$ cat config.mk
export PLATFORM = sky130hd
export DESIGN_NAME = fraction_mac4_ctrl_flat
export DESIGN_NICKNAME = d
export VERILOG_FILES = /design/src/rtl/fraction_mac4_ctrl_if.sv /design/src/rtl/fraction_mac4_ctrl.sv /design/src/flat_wrapper.sv
export SDC_FILE = /design/constraint.sdc
export NUM_CORES = 1
export LEC_CHECK = 0
export BUFFER_PORTS_ARGS = -buffer_cell sky130_fd_sc_hd__buf_2
export CORE_MARGIN = 1.5
export CORE_UTILIZATION = 54
export DETAILED_ROUTE_END_ITERATION = 8
export GPL_TIMING_DRIVEN = 0
export PLACE_DENSITY = 0.79
export SETUP_SLACK_MARGIN = 0.4
export SLEW_MARGIN = 20
export SYNTH_ARGS = -nofsm -noshare
export SYNTH_HDL_FRONTEND = slang
export SYNTH_SLANG_ARGS = --single-unit
$ cat constraint.sdc
create_clock -name CLK -period 2.6 [get_ports CLK]
set_clock_uncertainty 0.1 [all_clocks]
set_input_delay 0.13 -clock CLK [delete_from_list [all_inputs] [get_ports CLK]]
set_output_delay 0.13 -clock CLK [all_outputs]
set_load 0.1 [all_outputs]
$ cat src/rtl/fraction_mac4_ctrl_if.sv
// Handshake and multiplier-side bundle for fraction_mac4_ctrl.
// The master side drives operands, multiplier results and the result-ready signal.
interface fraction_mac4_ctrl_if #(
   parameter int ACC_W = 10,
   parameter int CNT_W = 8
);
   logic             In_Valid;
   logic             In_Ready;
   logic [3:0]       In_A;
   logic [3:0]       In_B;
   logic             In_Last;
   logic             Mul_St;
   logic [3:0]       Mul_Mplier;
   logic [3:0]       Mul_Mcand;
   logic [6:0]       Mul_Product;
   logic             Mul_Done;
   logic             Out_Valid;
   logic             Out_Ready;
   logic [ACC_W-1:0] Out_Acc;
   logic [CNT_W-1:0] Out_Count;
   logic             Out_Sat;
   logic             Out_Err;

   modport master (
      output In_Valid, In_A, In_B, In_Last, Mul_Product, Mul_Done, Out_Ready,
      input  In_Ready, Mul_St, Mul_Mplier, Mul_Mcand, Out_Valid, Out_Acc,
             Out_Count, Out_Sat, Out_Err
   );

   modport slave (
      input  In_Valid, In_A, In_B, In_Last, Mul_Product, Mul_Done, Out_Ready,
      output In_Ready, Mul_St, Mul_Mplier, Mul_Mcand, Out_Valid, Out_Acc,
             Out_Count, Out_Sat, Out_Err
   );
endinterface

$ cat src/rtl/fraction_mac4_ctrl.sv
// Sequences a Q1.3 x Q1.3 St/Done multiplier and accumulates its Q1.6 products
// into a saturating Q(ACC_W-6).6 dot-product presented over valid/ready.
module fraction_mac4_ctrl #(
   parameter int ACC_W     = 10,
   parameter int CNT_W     = 8,
   parameter int TIMEOUT   = 32,
   parameter int FLUSH_CYC = 12
) (
   input  logic                 CLK,
   input  logic                 Rst,
   fraction_mac4_ctrl_if.slave  bus
);
   localparam int FW = $clog2(FLUSH_CYC + 1);
   localparam int TW = $clog2(TIMEOUT + 1);
   localparam logic [FW-1:0] FLUSH_LAST = FW'(FLUSH_CYC - 1);
   localparam logic [TW-1:0] TMO_LAST   = TW'(TIMEOUT - 1);

   typedef enum logic [2:0] {
      S_FLUSH, S_IDLE, S_START, S_WAIT, S_ACC, S_OUT, S_ERR
   } state_t;

   state_t state, state_nxt;

   logic [FW-1:0]    flush_cnt;
   logic [TW-1:0]    tmo_cnt;
   logic [3:0]       mplier, mcand;
   logic             last_q;
   logic [6:0]       prod_q;
   logic [ACC_W-1:0] acc;
   logic [CNT_W-1:0] cnt;
   logic             sat;

   logic [ACC_W:0]   sum_wide;
   logic             ovf_pos, ovf_neg;
   logic [ACC_W-1:0] acc_nxt;

   // state register
   always_ff @(posedge CLK) begin
      if (Rst) state <= S_FLUSH;
      else     state <= state_nxt;
   end

   // next-state logic
   always_comb begin
      state_nxt = state;
      case (state)
         S_FLUSH: if (flush_cnt == FLUSH_LAST) state_nxt = S_IDLE;
         S_IDLE:  if (bus.In_Valid) state_nxt = S_START;
         S_START: state_nxt = S_WAIT;
         S_WAIT: begin
            if (bus.Mul_Done)             state_nxt = S_ACC;
            else if (tmo_cnt == TMO_LAST) state_nxt = S_ERR;
         end
         S_ACC:   state_nxt = last_q ? S_OUT : S_IDLE;
         S_OUT:   if (bus.Out_Ready) state_nxt = S_IDLE;
         S_ERR:   if (bus.Out_Ready) state_nxt = S_FLUSH;
         default: state_nxt = S_FLUSH;
      endcase
   end

   // state-decoded outputs
   always_comb begin
      bus.In_Ready  = 1'b0;
      bus.Mul_St    = 1'b0;
      bus.Out_Valid = 1'b0;
      bus.Out_Err   = 1'b0;
      case (state)
         S_IDLE:  bus.In_Ready = 1'b1;
         S_START: bus.Mul_St   = 1'b1;
         S_OUT:   bus.Out_Valid = 1'b1;
         S_ERR: begin
            bus.Out_Valid = 1'b1;
            bus.Out_Err   = 1'b1;
         end
         default: ;
      endcase
   end

   // Sum one bit wider than the accumulator; a sign/carry disagreement flags overflow.
   always_comb begin
      sum_wide = {acc[ACC_W-1], acc} + {{(ACC_W-6){prod_q[6]}}, prod_q};
      ovf_pos  = ~sum_wide[ACC_W] &  sum_wide[ACC_W-1];
      ovf_neg  =  sum_wide[ACC_W] & ~sum_wide[ACC_W-1];
      if (ovf_pos)      acc_nxt = {1'b0, {(ACC_W-1){1'b1}}};
      else if (ovf_neg) acc_nxt = {1'b1, {(ACC_W-1){1'b0}}};
      else              acc_nxt = sum_wide[ACC_W-1:0];
   end

   always_ff @(posedge CLK) begin
      if (Rst) begin
         flush_cnt <= '0;
         tmo_cnt   <= '0;
         mplier    <= '0;
         mcand     <= '0;
         last_q    <= 1'b0;
         prod_q    <= '0;
         acc       <= '0;
         cnt       <= '0;
         sat       <= 1'b0;
      end else begin
         flush_cnt <= (state == S_FLUSH) ? flush_cnt + 1'b1 : '0;
         case (state)
            S_IDLE: begin
               if (bus.In_Valid) begin
                  mplier <= bus.In_A;
                  mcand  <= bus.In_B;
                  last_q <= bus.In_Last;
               end
            end
            S_START: tmo_cnt <= '0;
            S_WAIT: begin
               if (bus.Mul_Done) prod_q  <= bus.Mul_Product;
               else              tmo_cnt <= tmo_cnt + 1'b1;
            end
            S_ACC: begin
               acc <= acc_nxt;
               sat <= sat | ovf_pos | ovf_neg;
               if (cnt != {CNT_W{1'b1}}) cnt <= cnt + 1'b1;
            end
            S_OUT: begin
               if (bus.Out_Ready) begin
                  acc <= '0;
                  cnt <= '0;
                  sat <= 1'b0;
               end
            end
            S_ERR: begin
               if (bus.Out_Ready) begin
                  acc    <= '0;
                  cnt    <= '0;
                  sat    <= 1'b0;
                  mplier <= '0;
                  mcand  <= '0;
                  last_q <= 1'b0;
                  prod_q <= '0;
               end
            end
            default: ;
         endcase
      end
   end

   assign bus.Mul_Mplier = mplier;
   assign bus.Mul_Mcand  = mcand;
   assign bus.Out_Acc    = acc;
   assign bus.Out_Count  = cnt;
   assign bus.Out_Sat    = sat;
endmodule

$ cat src/flat_wrapper.sv
// flat-port wrapper written by rule: the top's interface ports become plain ports
module fraction_mac4_ctrl_flat 
#(
   parameter int ACC_W     = 10,
   parameter int CNT_W     = 8,
   parameter int TIMEOUT   = 32,
   parameter int FLUSH_CYC = 12
)
  (CLK, Rst, bus_In_Valid, bus_In_A, bus_In_B, bus_In_Last, bus_Mul_Product, bus_Mul_Done, bus_Out_Ready, bus_In_Ready, bus_Mul_St, bus_Mul_Mplier, bus_Mul_Mcand, bus_Out_Valid, bus_Out_Acc, bus_Out_Count, bus_Out_Sat, bus_Out_Err);
  fraction_mac4_ctrl_if #(.ACC_W(ACC_W), .CNT_W(CNT_W)) bus_i ();
  input  logic CLK;
  input  logic Rst;
  input wire logic [$bits(bus_i.In_Valid)-1:0] bus_In_Valid;
  input wire logic [$bits(bus_i.In_A)-1:0] bus_In_A;
  input wire logic [$bits(bus_i.In_B)-1:0] bus_In_B;
  input wire logic [$bits(bus_i.In_Last)-1:0] bus_In_Last;
  input wire logic [$bits(bus_i.Mul_Product)-1:0] bus_Mul_Product;
  input wire logic [$bits(bus_i.Mul_Done)-1:0] bus_Mul_Done;
  input wire logic [$bits(bus_i.Out_Ready)-1:0] bus_Out_Ready;
  output wire logic [$bits(bus_i.In_Ready)-1:0] bus_In_Ready;
  output wire logic [$bits(bus_i.Mul_St)-1:0] bus_Mul_St;
  output wire logic [$bits(bus_i.Mul_Mplier)-1:0] bus_Mul_Mplier;
  output wire logic [$bits(bus_i.Mul_Mcand)-1:0] bus_Mul_Mcand;
  output wire logic [$bits(bus_i.Out_Valid)-1:0] bus_Out_Valid;
  output wire logic [$bits(bus_i.Out_Acc)-1:0] bus_Out_Acc;
  output wire logic [$bits(bus_i.Out_Count)-1:0] bus_Out_Count;
  output wire logic [$bits(bus_i.Out_Sat)-1:0] bus_Out_Sat;
  output wire logic [$bits(bus_i.Out_Err)-1:0] bus_Out_Err;
  assign bus_i.In_Valid = bus_In_Valid;
  assign bus_i.In_A = bus_In_A;
  assign bus_i.In_B = bus_In_B;
  assign bus_i.In_Last = bus_In_Last;
  assign bus_i.Mul_Product = bus_Mul_Product;
  assign bus_i.Mul_Done = bus_Mul_Done;
  assign bus_i.Out_Ready = bus_Out_Ready;
  assign bus_In_Ready = bus_i.In_Ready;
  assign bus_Mul_St = bus_i.Mul_St;
  assign bus_Mul_Mplier = bus_i.Mul_Mplier;
  assign bus_Mul_Mcand = bus_i.Mul_Mcand;
  assign bus_Out_Valid = bus_i.Out_Valid;
  assign bus_Out_Acc = bus_i.Out_Acc;
  assign bus_Out_Count = bus_i.Out_Count;
  assign bus_Out_Sat = bus_i.Out_Sat;
  assign bus_Out_Err = bus_i.Out_Err;
  fraction_mac4_ctrl #(.ACC_W(ACC_W), .CNT_W(CNT_W), .TIMEOUT(TIMEOUT), .FLUSH_CYC(FLUSH_CYC)) u_core (.CLK(CLK), .Rst(Rst), .bus(bus_i));
endmodule
==> results.sh <==
export IMPL_status="finished clean"
export IMPL_r2r_start="u_core.bus.Out_Acc[3]"
export IMPL_cts_inserted_buffers=5
export IMPL_num_vias=2440
export IMPL_io_buffer_count=51
export IMPL_layout_nets=411
export IMPL_slew_viol_final=0
export IMPL_cellPowerDensity_nw_per_um2=379
export IMPL_netSwitchingPower_uw=302
export IMPL_fmax_mhz=442
export IMPL_dp_hpwl_um=3930
export IMPL_drcViolationCount=0
export IMPL_ys_seq_elements=48
export IMPL_netlist_area_um2=2470
export IMPL_antenna_found_initial=0
export IMPL_slew_headroom_pct=62.8
export IMPL_area_delta_synth_final_pct=36.7
export IMPL_slowest_delay_ns=0.37
export IMPL_layout_drive_gt1_share_pct=35.3
export IMPL_pwr_share_seq_pct=57.0
export IMPL_critical_path_depth=9
export IMPL_p_clk_share_pct=38.1
export IMPL_maxCapViolations=0
export IMPL_grt_pass1_vias=2225
export IMPL_ys_flop_type="dfxtp_1"
export IMPL_timing_final_crit_share_pct=87.0
export IMPL_finalCriticalPeriod_ns=2.26
export IMPL_cts_tree="built"
export IMPL_clk_pin_slew_ns=0.09
export IMPL_clk_path_buf_depth=2
export IMPL_routed_wl_um=5960
export IMPL_r2r_slack_ns=0.34
export IMPL_synth_edf_count=0
export IMPL_placed_area_um2=2920
export IMPL_hp_class="in -> reg"
export IMPL_die_x_um=70.7
export IMPL_worst_pin_slew_ns=0.551
export IMPL_endpoint="u_core.bus.Out_Acc[3]"
export IMPL_grt_pass1_wl_um=9750
export IMPL_worstPathCellList="ha_4 > buf_6 > o211ai_1 > a21oi_2 > o2111ai_2 > o2111ai_2 > and3_4 > buf_6 > a221o_1"
export IMPL_first_pass_iters=4
export IMPL_rsz0062_at_grt="yes"
export IMPL_worst_setup_path_type="reg -> reg"
export IMPL_setup_violations=0
export IMPL_die_area_um2=5000
export IMPL_switching_share_pct=23.5
export IMPL_fin_util_pct=77.1
export IMPL_core_um2=4380
export IMPL_vias_per_cell=5.69
export IMPL_p_leak_nw=1.40
export IMPL_synthArstFlopShare_pct=0
export IMPL_gp_congestion=0.817
export IMPL_htreeDepth=2
export IMPL_hold_ws_ns=0.0387
export IMPL_fin_area_um2=3380
export IMPL_final_antenna_net_count=0
export IMPL_ys_warn_count=0
export IMPL_die_h_um=70.7
export IMPL_synthTopCellsByArea="dfxtp_1, nor2_1, ha_1, a22oi_1, xor2_1"
export IMPL_crit_path_end_kind="flop"
export IMPL_grt_usage_pct=24.2
export IMPL_crit_path_start="u_core.bus.Out_Acc[3]"
export IMPL_clk_latency_ns=0.31
export IMPL_ys_seq_area_share_pct=38.8
export IMPL_setup_tns_final_ns=0
export IMPL_io_pins=52
export IMPL_initial_core_util_pct=56.4
export IMPL_cp_arrival_ns=2.35
export IMPL_path_buf_inv=2
export IMPL_crit_family="compound AO/OA/AOI/OAI gates"
export IMPL_ir_drop_uv=458
export IMPL_worstPathRequired_ns=2.69
export IMPL_final_common_cell="buf_2"
export IMPL_critPathLaunchType="flop"
export IMPL_combPwrFrac_pct=4.9
export IMPL_syn_num_nets=323
export IMPL_n_antenna_cell=0
export IMPL_syn_inst=288
export IMPL_power_mw=1.28
export IMPL_rr_endpoint="u_core.bus.Out_Acc[3]"
export IMPL_worstRegToRegCells=9
export IMPL_routedWlPerCell_um=13.9
export IMPL_gr_total_overflow=0
export IMPL_initialDrtViolationCount=106
export IMPL_postSynthAreaPerCell_um2=8.59
export IMPL_crit_slowest_cell="dfxtp_4"
export IMPL_hold_violations=0
export IMPL_netlist_area_leader_share_pct=38.8
export IMPL_yosys_area_top_type="dfxtp_1"
export IMPL_final_cell_mix="buf_2, nor2_1, dfxtp_1, nand2_1, a22oi_1"
export IMPL_rows=24
export IMPL_intPower_uw=980
export IMPL_critPathMaxFanout=7
export IMPL_synth_distinct_cells=46
export IMPL_clkSinkCount=48
export IMPL_grt_max_degree=16
export IMPL_cts_root_buffer="clkbuf_8"
==> worst min-delay path by stage <==
stage / cells past startpoint / startpoint / slack (ns) / to
after global placement: 3 / bus_In_Last / 0.28 / u_core.last_q
after global routing: 4 / bus_Mul_Done / 0.06 / u_core.state[1]
after detailed placement: 3 / bus_Mul_Product[6] / 0.29 / u_core.prod_q[6]
final: 4 / bus_Mul_Done / 0.04 / u_core.state[1]
after CTS: 4 / bus_Mul_Done / 0.03 / u_core.state[1]
after floorplan: 2 / bus_In_Last / 0.19 / u_core.last_q
==> power by group through the flow <==
stage / clock network, mW / registers, mW / logic (mW)
after floorplan: 0 / 0.749 / 0.0187
after CTS: 0.495 / 0.731 / 0.0602
after global routing: 0.518 / 0.732 / 0.0685
final: 0.489 / 0.731 / 0.0622
after global placement: 0 / 0.749 / 0.0413
after detailed placement: 0 / 0.749 / 0.0418
==> kinds of logic after synthesis <==
logic type      Yosys count  synth area share, %
flops                    48                 38.8
buf+inv                  13                 2.28
fa+ha+maj                14                 7.39
compound gates           67                 19.5
simple gates            124                 24.0
mux                       3                 1.26
xor+xnor                 19                 6.73
==> Yosys cell counts (2+ instances only) <==
cell type and instances:
a21oi_2 2, ha_1 13, a311oi_1 3, and2_1 4, nand2_1 22, a21oi_1 18
a22oi_1 17, mux2i_1 2, a21boi_0 2, and3_1 6, a221o_1 7, dfxtp_1 48
nor2_1 52, xor2_1 12, inv_1 4, nand3b_1 2, nand2b_1 9, nor3_1 7
o21ai_0 5, nor2b_1 4, nand3_1 7, nand4_1 4, xnor2_1 7, o2111ai_1 2
clkbuf_1 8
==> state kept, by name, indices dropped and copies added, names as in the netlist <==
signal and count:
u_core.bus.Mul_Mplier 4, u_core.tmo_cnt 6, u_core.flush_cnt 4, u_core.prod_q 7
u_core.last_q 1, u_core.state 3, u_core.bus.Out_Count 8, u_core.bus.Out_Acc 10
u_core.bus.Mul_Mcand 4, u_core.bus.Out_Sat 1
==> stage by stage <==
stage	setup slack, ns	instances
finish	0.338	429
floorplan	0.245	288
global route	0.253	429
detailed placement	0.0877	391
CTS	0.310	425
global placement	0.123	391
==> worst reg2reg max path, delay by kind of cell, from the launching register on <==
| kind | cells | cell delay (ns) |
|---|---|---|
| flops | 1 | 0.37 |
| fa+ha+maj | 1 | 0.25 |
| compound gates | 5 | 0.96 |
| simple gates | 1 | 0.22 |
| buf+inv | 2 | 0.25 |
==> final cells by class <==
| cell class | count | area, um^2 |
|---|---|---|
| multi-input combinational | 227 | 1620 |
| fill | 303 | 1000 |
| buffer | 9 | 45.0 |
| inverter | 4 | 15.0 |
| timing repair buffer | 81 | 527 |
| clock inverter | 2 | 13.8 |
| tap | 52 | 65.1 |
| sequential | 48 | 1010 |
| clock buffer | 6 | 82.6 |
==> routing by layer <==
metal / GRT usage, % / vias up / wire [um]
li1: - / 1218 / -
met1: 31.2 / 1153 / 2690
met2: 40.1 / 63 / 2890
met3: 5.41 / 6 / 291
met4: 8.60 / 0 / 91
met5: 0 / - / 0
==> repair_timing <==
action	in CTS	in global routing
hold buffers	16	0
setup buffers	10	4
hold endpoints to repair	16	0
gates resized for setup	13	19
pin swaps	13	9
setup endpoints to repair	11	33
Power figures use the tool's default switching activity.
